===== config.mk =====
export PLATFORM = sky130hd
export DESIGN_NAME = bottling_line_ctrl
export DESIGN_NICKNAME = d
export VERILOG_FILES = /design/src/rtl/bottling_line_ctrl_pkg.sv /design/src/rtl/batch_counter.sv /design/src/rtl/bottling_line_ctrl.sv
export SDC_FILE = /design/constraint.sdc
export NUM_CORES = 1
export LEC_CHECK = 0
export ABC_AREA = 1
export CELL_PAD_IN_SITES_DETAIL_PLACEMENT = 0
export CELL_PAD_IN_SITES_GLOBAL_PLACEMENT = 1
export CORE_UTILIZATION = 41
export CTS_CLUSTER_DIAMETER = 120
export CTS_CLUSTER_SIZE = 40
export DETAILED_ROUTE_END_ITERATION = 10
export PLACE_DENSITY = 0.9
export SYNTH_ARGS = -nofsm -noshare
export SYNTH_HDL_FRONTEND = slang
export SYNTH_SLANG_ARGS = --single-unit

===== constraint.sdc =====
create_clock -name clk -period 6.4 [get_ports clk]
set_input_delay 1.28 -clock clk [delete_from_list [all_inputs] [get_ports clk]]
set_output_delay 1.28 -clock clk [all_outputs]
set_load 0.02 [all_outputs]

===== src/rtl/bottling_line_ctrl_pkg.sv =====
// rtl/bottling_line_ctrl_pkg.sv - state codes and actuator decode for the fill-and-seal station
package bottling_line_ctrl_pkg;

    localparam logic [2:0] S_IDLE      = 3'd0;
    localparam logic [2:0] S_TRANSPORT = 3'd1;
    localparam logic [2:0] S_FILL      = 3'd2;
    localparam logic [2:0] S_SEAL      = 3'd3;
    localparam logic [2:0] S_ALARM     = 3'd4;

    typedef enum logic [2:0] {
        ST_IDLE      = S_IDLE,
        ST_TRANSPORT = S_TRANSPORT,
        ST_FILL      = S_FILL,
        ST_SEAL      = S_SEAL,
        ST_ALARM     = S_ALARM
    } state_t;

    // Actuator vectors ordered {m, ve, ev, al}
    localparam logic [3:0] ACT_OFF       = 4'b0000;
    localparam logic [3:0] ACT_TRANSPORT = 4'b1000;
    localparam logic [3:0] ACT_FILL      = 4'b0100;
    localparam logic [3:0] ACT_SEAL      = 4'b0010;
    localparam logic [3:0] ACT_ALARM     = 4'b0001;

    function automatic logic [3:0] act_decode(input state_t s);
        case (s)
            ST_TRANSPORT: return ACT_TRANSPORT;
            ST_FILL:      return ACT_FILL;
            ST_SEAL:      return ACT_SEAL;
            ST_ALARM:     return ACT_ALARM;
            default:      return ACT_OFF;
        endcase
    endfunction

endpackage


===== src/rtl/batch_counter.sv =====
// rtl/batch_counter.sv - bottles-per-batch counter with wrapping batch count and completion pulse
module batch_counter
    import bottling_line_ctrl_pkg::*;
#(
    parameter int BATCH_SIZE = 12,
    parameter int CNT_W      = 4,
    parameter int BATCH_W    = 8
) (
    input  logic               clk,
    input  logic               clr,
    input  logic               inc,
    output logic [CNT_W-1:0]   unit_cnt,
    output logic [BATCH_W-1:0] batch_cnt,
    output logic               batch_done
);

    localparam logic [CNT_W-1:0] UNIT_LAST = CNT_W'(BATCH_SIZE - 1);

    logic [CNT_W-1:0]   unit_q, unit_d;
    logic [BATCH_W-1:0] batch_q, batch_d;
    logic               done_q, done_d;

    always_comb begin
        unit_d  = unit_q;
        batch_d = batch_q;
        done_d  = 1'b0;
        if (inc) begin
            if (unit_q == UNIT_LAST) begin
                unit_d  = '0;
                batch_d = batch_q + BATCH_W'(1);
                done_d  = 1'b1;
            end else begin
                unit_d = unit_q + CNT_W'(1);
            end
        end
    end

    always_ff @(posedge clk) begin
        if (clr) begin
            unit_q  <= '0;
            batch_q <= '0;
            done_q  <= 1'b0;
        end else begin
            unit_q  <= unit_d;
            batch_q <= batch_d;
            done_q  <= done_d;
        end
    end

    assign unit_cnt   = unit_q;
    assign batch_cnt  = batch_q;
    assign batch_done = done_q;

endmodule


===== src/rtl/bottling_line_ctrl.sv =====
// rtl/bottling_line_ctrl.sv - Moore FSM for conveyor, fill, seal and alarm with cork stock
module bottling_line_ctrl
    import bottling_line_ctrl_pkg::*;
#(
    parameter int BATCH_SIZE   = 12,
    parameter int CNT_W        = 4,
    parameter int BATCH_W      = 8,
    parameter int CORK_W       = 8,
    parameter int CORK_LOAD    = 15,
    parameter int FILL_TIMEOUT = 255,
    parameter int SEAL_CYCLES  = 4
) (
    input  logic               clk,
    input  logic               clr,
    input  logic               start_stop,
    input  logic               pg,
    input  logic               ch,
    input  logic               rf,
    input  logic               ack,
    output logic               m,
    output logic               ve,
    output logic               ev,
    output logic               al,
    output logic [2:0]         mef_estado,
    output logic [CNT_W-1:0]   unit_cnt,
    output logic [BATCH_W-1:0] batch_cnt,
    output logic               batch_done,
    output logic [CORK_W-1:0]  cork_cnt
);

    localparam int FT_W = $clog2(FILL_TIMEOUT + 1);
    localparam int ST_W = $clog2(SEAL_CYCLES + 1);
    localparam logic [FT_W-1:0] FILL_LAST = FT_W'(FILL_TIMEOUT - 1);
    localparam logic [ST_W-1:0] SEAL_LAST = ST_W'(SEAL_CYCLES - 1);
    localparam logic [31:0]     CORK_MAX  = 32'((64'd1 << CORK_W) - 64'd1);

    state_t            state_q, state_d;
    logic [FT_W-1:0]   fill_q, fill_d;
    logic [ST_W-1:0]   seal_q, seal_d;
    logic [CORK_W-1:0] cork_q, cork_d;
    logic              pg_q;
    logic              seal_end;
    logic [31:0]       cork_sum;

    assign seal_end = (state_q == ST_SEAL) && (seal_q == SEAL_LAST);

    // Refill and consume are summed before saturating so a coincident pair nets +CORK_LOAD-1
    always_comb begin
        cork_sum = 32'(cork_q) + (rf ? 32'(CORK_LOAD) : 32'd0) - {31'd0, seal_end};
        cork_d   = (cork_sum > CORK_MAX) ? '1 : cork_sum[CORK_W-1:0];
    end

    always_comb begin
        state_d = state_q;
        fill_d  = fill_q;
        seal_d  = seal_q;
        case (state_q)
            ST_IDLE: begin
                if (start_stop)
                    state_d = (cork_q != '0) ? ST_TRANSPORT : ST_ALARM;
            end
            ST_TRANSPORT: begin
                if (!start_stop) begin
                    state_d = ST_IDLE;
                end else if (pg && !pg_q) begin
                    state_d = ST_FILL;
                    fill_d  = '0;
                end
            end
            ST_FILL: begin
                fill_d = fill_q + FT_W'(1);
                if (ch) begin
                    state_d = ST_SEAL;
                    seal_d  = '0;
                end else if (fill_q == FILL_LAST) begin
                    state_d = ST_ALARM;
                end
            end
            ST_SEAL: begin
                seal_d = seal_q + ST_W'(1);
                if (seal_end) begin
                    if (cork_d == '0)    state_d = ST_ALARM;
                    else if (start_stop) state_d = ST_TRANSPORT;
                    else                 state_d = ST_IDLE;
                end
            end
            ST_ALARM: begin
                if (ack && cork_q != '0)
                    state_d = ST_IDLE;
            end
            default: state_d = ST_IDLE;
        endcase
    end

    always_ff @(posedge clk) begin
        if (clr) begin
            state_q <= ST_IDLE;
            fill_q  <= '0;
            seal_q  <= '0;
            cork_q  <= '0;
            pg_q    <= 1'b0;
        end else begin
            state_q <= state_d;
            fill_q  <= fill_d;
            seal_q  <= seal_d;
            cork_q  <= cork_d;
            pg_q    <= pg;
        end
    end

    batch_counter #(
        .BATCH_SIZE(BATCH_SIZE),
        .CNT_W     (CNT_W),
        .BATCH_W   (BATCH_W)
    ) u_batch (
        .clk       (clk),
        .clr       (clr),
        .inc       (seal_end),
        .unit_cnt  (unit_cnt),
        .batch_cnt (batch_cnt),
        .batch_done(batch_done)
    );

    assign {m, ve, ev, al} = act_decode(state_q);
    assign mef_estado      = state_q;
    assign cork_cnt        = cork_q;

endmodule


==> out/results.ini, run 1 <==
[outcome]
status=finished clean

[sta]
drv_slew=0
hold_viol=0
setup_tns_ns=0
fmax_ghz=0.276
setup_viol=0
max-slew-margin-rel=0.592
rsz0062_at_grt=false
tightest_slew_ns=0.610
fin_crit_ns=3.62
skew_ns=0.00581
finalCritPeriodShare=0.566

[finish]
synthToLayoutAreaGrowth_pct=21.7
drive_gt1_frac=0.0559
nFillCells=539
nets=404
antennaDiodeCount=0
post-route-util=0.528

[logic_synthesis]
synthArstFlopShare=0
synth.avg_cell_area_um2=6.73
synth_nets=366
netlist_instances=338
synth_common_cells=nand2_1, inv_1, dfxtp_1
synth_largest_area_cell=dfxtp_1
yosysUniqueCellTypes=28
synth_area_leaders=dfxtp_1, nand2_1, inv_1
synth_edf_count=0
yosysSeqAreaShare=0.317
syn-cell-area_mm2=0.00227
yosys_warnings=0
synth_top_area_frac=0.317
synth_seq_cells=36
synth_top_flop_cell=dfxtp_1
yosysMostFrequentCell=nand2_1

[critical_path]
cpPeakStageDelay_ns=0.49
path_class=input port to flop
crit_path_end_kind=flop
cp_common_cell=nand2_1
crit_start=rf
critPathSlowestCell=clkdlybuf4s50_1
start_kind=input port
cp_max_fo=7
arrival_ns=3.76
r2r_start=mef_estado[1]
timing.critical_path.cells=clkdlybuf4s50_1, inv_1, ha_1, fa_1, inv_1, nand3_1, nand2_1, nand2_1, nand3_1, nand3_1, nor2_1, nand3_1, nand2_1, nand2_1, nand2_1, a21oi_1
ff2ff_setup_slack_ns=3.20
crit_required_ns=6.54

[pwr]
peakVddDrop_mv=0.242
power.density_mw_per_mm2=418
p_total_w=0.00116
power_leakage_nw=1.34

[cts]
clk_pin_slew_worst_paths_ns=0.06
cts_max_path_buffers=2
cts_buffers=5
cts-resized-gates=0
cts_sinks=36
worstSkewPairLatency_ns=0.28
htreeDepth=2
cts_hold_buf=0
postCtsSetupRepairBufs=0
cts_tree=done
clockRootBuffer=clkbuf_8

[drt]
wl_mm=4.63
vias=2056
drt-initial-drc-count=82
antenna_left=0
post-route-drc-count=0
drt_pass1_iterations=4
wl_per_cell_um=10.4
via_per_inst=4.61

[floorplanning]
rows=26
die_h_um=76.5
pin_count=35
dieArea_mm2=0.00585
core_mm2=0.00524
initial_core_util=0.434
dieWidth_um=76.5

[placed_design]
dp_hpwl_mm=3.70
gp_congestion=0.825
port_buffers=34

[job]
maxCapViolations=0

[grt]
grt_max_degree=18
grt_pass1_vias=1923
overflow=0
grt_pass1_wl_mm=8.28
antenna_found_initial=0
grtUsageMet1=0.243
met2_usage=0.266
met3_usage=0.0443
grt.total_usage=0.173
grt-busiest-layer=met2

[min_path]
min-delay-start=seal_q[2]
hold_class=flop to flop

==> logic make-up (layout without fill, tap and decap cells) <==
logic type | Yosys count | in the layout | synth area share
AOI/OAI and AO/OA | 42 | 42 | 0.0952
xor gates and xnor gates | 1 | 1 | 0.00385
adders and majority gates | 21 | 21 | 0.119
buffers and inverters | 77 | 115 | 0.128
DFF | 36 | 36 | 0.317
and+or+nand+nor | 161 | 161 | 0.337
==> layout by cell type, fill, tap and decap left out, drive strengths merged <==
| master | n |
|---|---|
| nand2 | 77 |
| inv | 72 |
| dfxtp | 36 |
| clkdlybuf4s50 | 34 |
| nor2 | 29 |
| a21oi | 27 |
| nand3 | 22 |
| ha | 20 |
| o21ai | 12 |
| nor3 | 12 |
| nand4 | 6 |
| clkbuf | 6 |
| or2 | 4 |
| clkinv | 3 |
| nor4 | 3 |
| nor3b | 3 |
| nand3b | 3 |
| and3 | 2 |
| o21bai | 2 |
| xor2 | 1 |
| a31oi | 1 |
| fa | 1 |
==> final cells by class <==
type	instances	area, um2	area share
Multi-Input combinational cell	225	1260	0.456
Sequential cell	36	721	0.260
Timing Repair Buffer	34	340	0.123
Inverter	74	280	0.101
Tap cell	70	87.6	0.0316
Clock buffer	6	72.6	0.0262
Clock inverter	1	5.00	0.00181
==> routing by layer <==
layer / vias up / wire length, um
met3: 0 / 179
met5: - / 0
li1: 1141 / -
met4: 0 / 0
met2: 30 / 1930
met1: 885 / 2530
==> power breakdown <==
part | switching [W] | internal [W]
Combinational | 0.000445 | 0.000265
Clock | 0.0000747 | 0.0000739
Sequential | 0.0000353 | 0.000262
Total | 0.000555 | 0.000601
==> path summary, 6_finish.rpt <==
check | to | cells past startpoint
hold / removal | seal_q[2] | 2
setup / recovery | mef_estado[0] | 16
hold reg to reg | seal_q[2] | 2
setup reg to reg | mef_estado[0] | 21
==> sequential cells by signal, summed over array words and instances (netlist names) <==
signal / flops
cork_cnt: 8
fill_q: 8
mef_estado: 3
pg_q: 1
seal_q: 3
u_batch.batch_cnt: 8
u_batch.batch_done: 1
u_batch.unit_cnt: 4
==> metrics by stage <==
step	worst slack [ns]	std cells	cell area, um2	hold WS (ns)
floorplan	3.24	338	2270	0.439
global placement	2.57	439	2690	0.448
detailed placement	2.48	439	2690	0.457
CTS	2.78	446	2770	0.468
global route	2.60	446	2770	0.479
finish	2.78	446	2770	0.461
==> worst max-delay path, delay by kind of cell <==
kind            cells  cell delay (ns)
simple gates       10             0.98
fa+ha+maj           2             0.79
buf+inv             3             0.66
compound gates      1             0.05
No activity file was read; power rests on OpenSTA's default activity.
==> run 2, diff against run 1 <==
CORE_UTILIZATION = 34   (was 41)
PLACE_DENSITY = 0.8   (was 0.9)
clock period = 3.3 ns   (was 6.4 ns; I/O delays follow)
==> out/results.ini, run 2 (same netlist as run 1, synthesis figures left out) <==
[drt]
drt_pass1_iterations=4  ; unchanged
via_per_inst=4.58  ; -0.75%
vias=2091  ; +1.7%
drt-initial-drc-count=94  ; +15%
antenna_left=0  ; unchanged
post-route-drc-count=0  ; unchanged
wl_per_cell_um=10.7  ; +2.7%
wl_mm=4.88  ; +5.2%

[grt]
grt_max_degree=18  ; unchanged
antenna_found_initial=0  ; unchanged
overflow=0  ; unchanged
grt.total_usage=0.150  ; -0.0228
grt_pass1_wl_mm=8.70  ; +5.1%
grt_pass1_vias=1977  ; +2.8%

[finish]
nFillCells=675  ; +25%
layout.cells.non_filler=457  ; +2.5%
antennaDiodeCount=0  ; unchanged
multi_input_area_mm2=0.00126  ; unchanged
regArea_um2=721  ; unchanged
synthToLayoutAreaGrowth_pct=23.7
nets=407  ; +0.74%
final_cell_mix=nand2_1, inv_1, dfxtp_1
drive_gt1_frac=0.0632  ; +0.00731
mostFrequentLayoutCell=nand2_1

[placed_design]
post-place-ws_ns=0.156  ; -2.33 ns
dp.cells=449  ; +2.3%
dp_hpwl_mm=3.86  ; +4.4%
gp_congestion=0.781  ; -5.3%
port_buffers=34  ; unchanged

[sta]
finalCritPeriodShare=0.881
max-slew-margin-rel=0.720  ; +0.127
setup_viol=0  ; unchanged
skew_ns=0.00574  ; -0.0000683 ns
hold_viol=0  ; unchanged
drv_slew=0  ; unchanged
rsz0062_at_grt=false
setup_tns_ns=0  ; unchanged
fmax_ghz=0.344
setup_slack_ns=0.392  ; -2.39 ns
holdWs_ns=0.464  ; +0.00316 ns
tightest_slew_ns=0.417  ; -0.193 ns
fin_crit_ns=2.91

[critical_path]
r2r_end=mef_estado[0]
start_kind=flop
crit_start=mef_estado[1]
r2r_start=mef_estado[1]
crit_required_ns=3.47  ; -3.07 ns
arrival_ns=3.08  ; -0.68 ns
path_class=flop to flop
reg2reg_depth=21  ; unchanged
cp_max_fo=7  ; unchanged
ff2ff_setup_slack_ns=0.39  ; -2.81 ns
endpoint=mef_estado[0]
crit_path_end_kind=flop

[cts]
cts_hold_buf=0  ; unchanged
cts-resized-gates=0  ; unchanged
cts_sinks=36  ; unchanged
worstSkewPairLatency_ns=0.28  ; about the same
clk_pin_slew_worst_paths_ns=0.07  ; about the same
clockRootBuffer=clkbuf_8
cts_buffers=5  ; unchanged
htreeDepth=2  ; unchanged
cts_max_path_buffers=2  ; unchanged
cts_tree=done
postCtsSetupRepairBufs=0  ; unchanged

[pwr]
switching_share=0.473  ; -0.00737
p_total_w=0.00231  ; +100%
peakVddDrop_mv=0.313  ; +29%
p_clk_frac=0.140  ; +0.011
seqPwrFrac=0.249  ; -0.008
power.density_mw_per_mm2=821  ; +97%
power_leakage_nw=1.35  ; +1.5%
switching_power_w=0.00109  ; +97%
p_comb_frac=0.611  ; -0.004
power.internal_w=0.00122  ; +100%

[job]
maxCapViolations=0  ; unchanged

[floorplanning]
die_h_um=83.8  ; +9.6%
initial_core_util=0.356  ; -0.0781
rows=29  ; +12%
dieWidth_um=83.8  ; +9.6%
dieArea_mm2=0.00702  ; +20%
core_mm2=0.00639  ; +22%
pin_count=35  ; unchanged

[outcome]
status=finished clean

[min_path]
hold_class=flop to flop

[run 2: area by class of cell]
class,count,share of cell area
flip-flops and latches,36,0.256
multi-input cells,225,0.449
inverters,74,0.0997
well taps,77,0.0343
repair buffers,37,0.129
clock buffers,8,0.0320
[run 2: how the worst min path moves through the flow]
stage,from,end,slack [ns],cells after the start
finish,seal_q[2],seal_q[2],0.46,2
global route,seal_q[1],seal_q[1],0.49,2
CTS,seal_q[2],seal_q[2],0.47,2
detailed placement,seal_q[2],seal_q[2],0.46,2
global placement,seal_q[2],seal_q[2],0.45,2
floorplan,seal_q[2],seal_q[2],0.44,2
[run 2: power by group through the flow]
stage	clock network, W	registers (W)	logic [W]
final	0.000322	0.000575	0.00141
after global routing	0.000354	0.000588	0.00164
after CTS	0.000336	0.000577	0.00142
after detailed placement	0	0.000587	0.00141
after global placement	0	0.000588	0.00140
after floorplan	0	0.000644	0.000931
[run 2: through the flow]
stage	area (um2)	utilization
2_1_floorplan	2270	-
3_3_place_gp	2720	0.426
3_5_place_dp	2720	0.426
4_1_cts	2810	0.440
5_1_grt	2810	0.440
6_report	2810	0.440
[run 2: worst max-delay path, stage by stage, from the launching register on]
cell	delay, ns
dfxtp_1	0.39
inv_2	0.08
nor3_4	0.23
nand2_4	0.12
nor2_1	0.18
inv_1	0.09
nand2_1	0.06
ha_1	0.17
inv_1	0.06
fa_1	0.38
inv_1	0.09
nand3_1	0.08
nand2_1	0.10
nand2_1	0.07
nand3_1	0.10
nand3_1	0.12
nor2_1	0.16
nand3_1	0.09
nand2_1	0.06
nand2_1	0.05
nand2_1	0.05
a21oi_1	0.05
[run 2: layer usage]
metal | share of wire | vias to the layer above | global-route usage
li1 | - | 1146 | -
met1 | 0.54 | 906 | 0.211
met2 | 0.42 | 31 | 0.232
met3 | 0.030 | 8 | 0.0297
met4 | 0.011 | 0 | 0.0416
met5 | 0 | - | 0
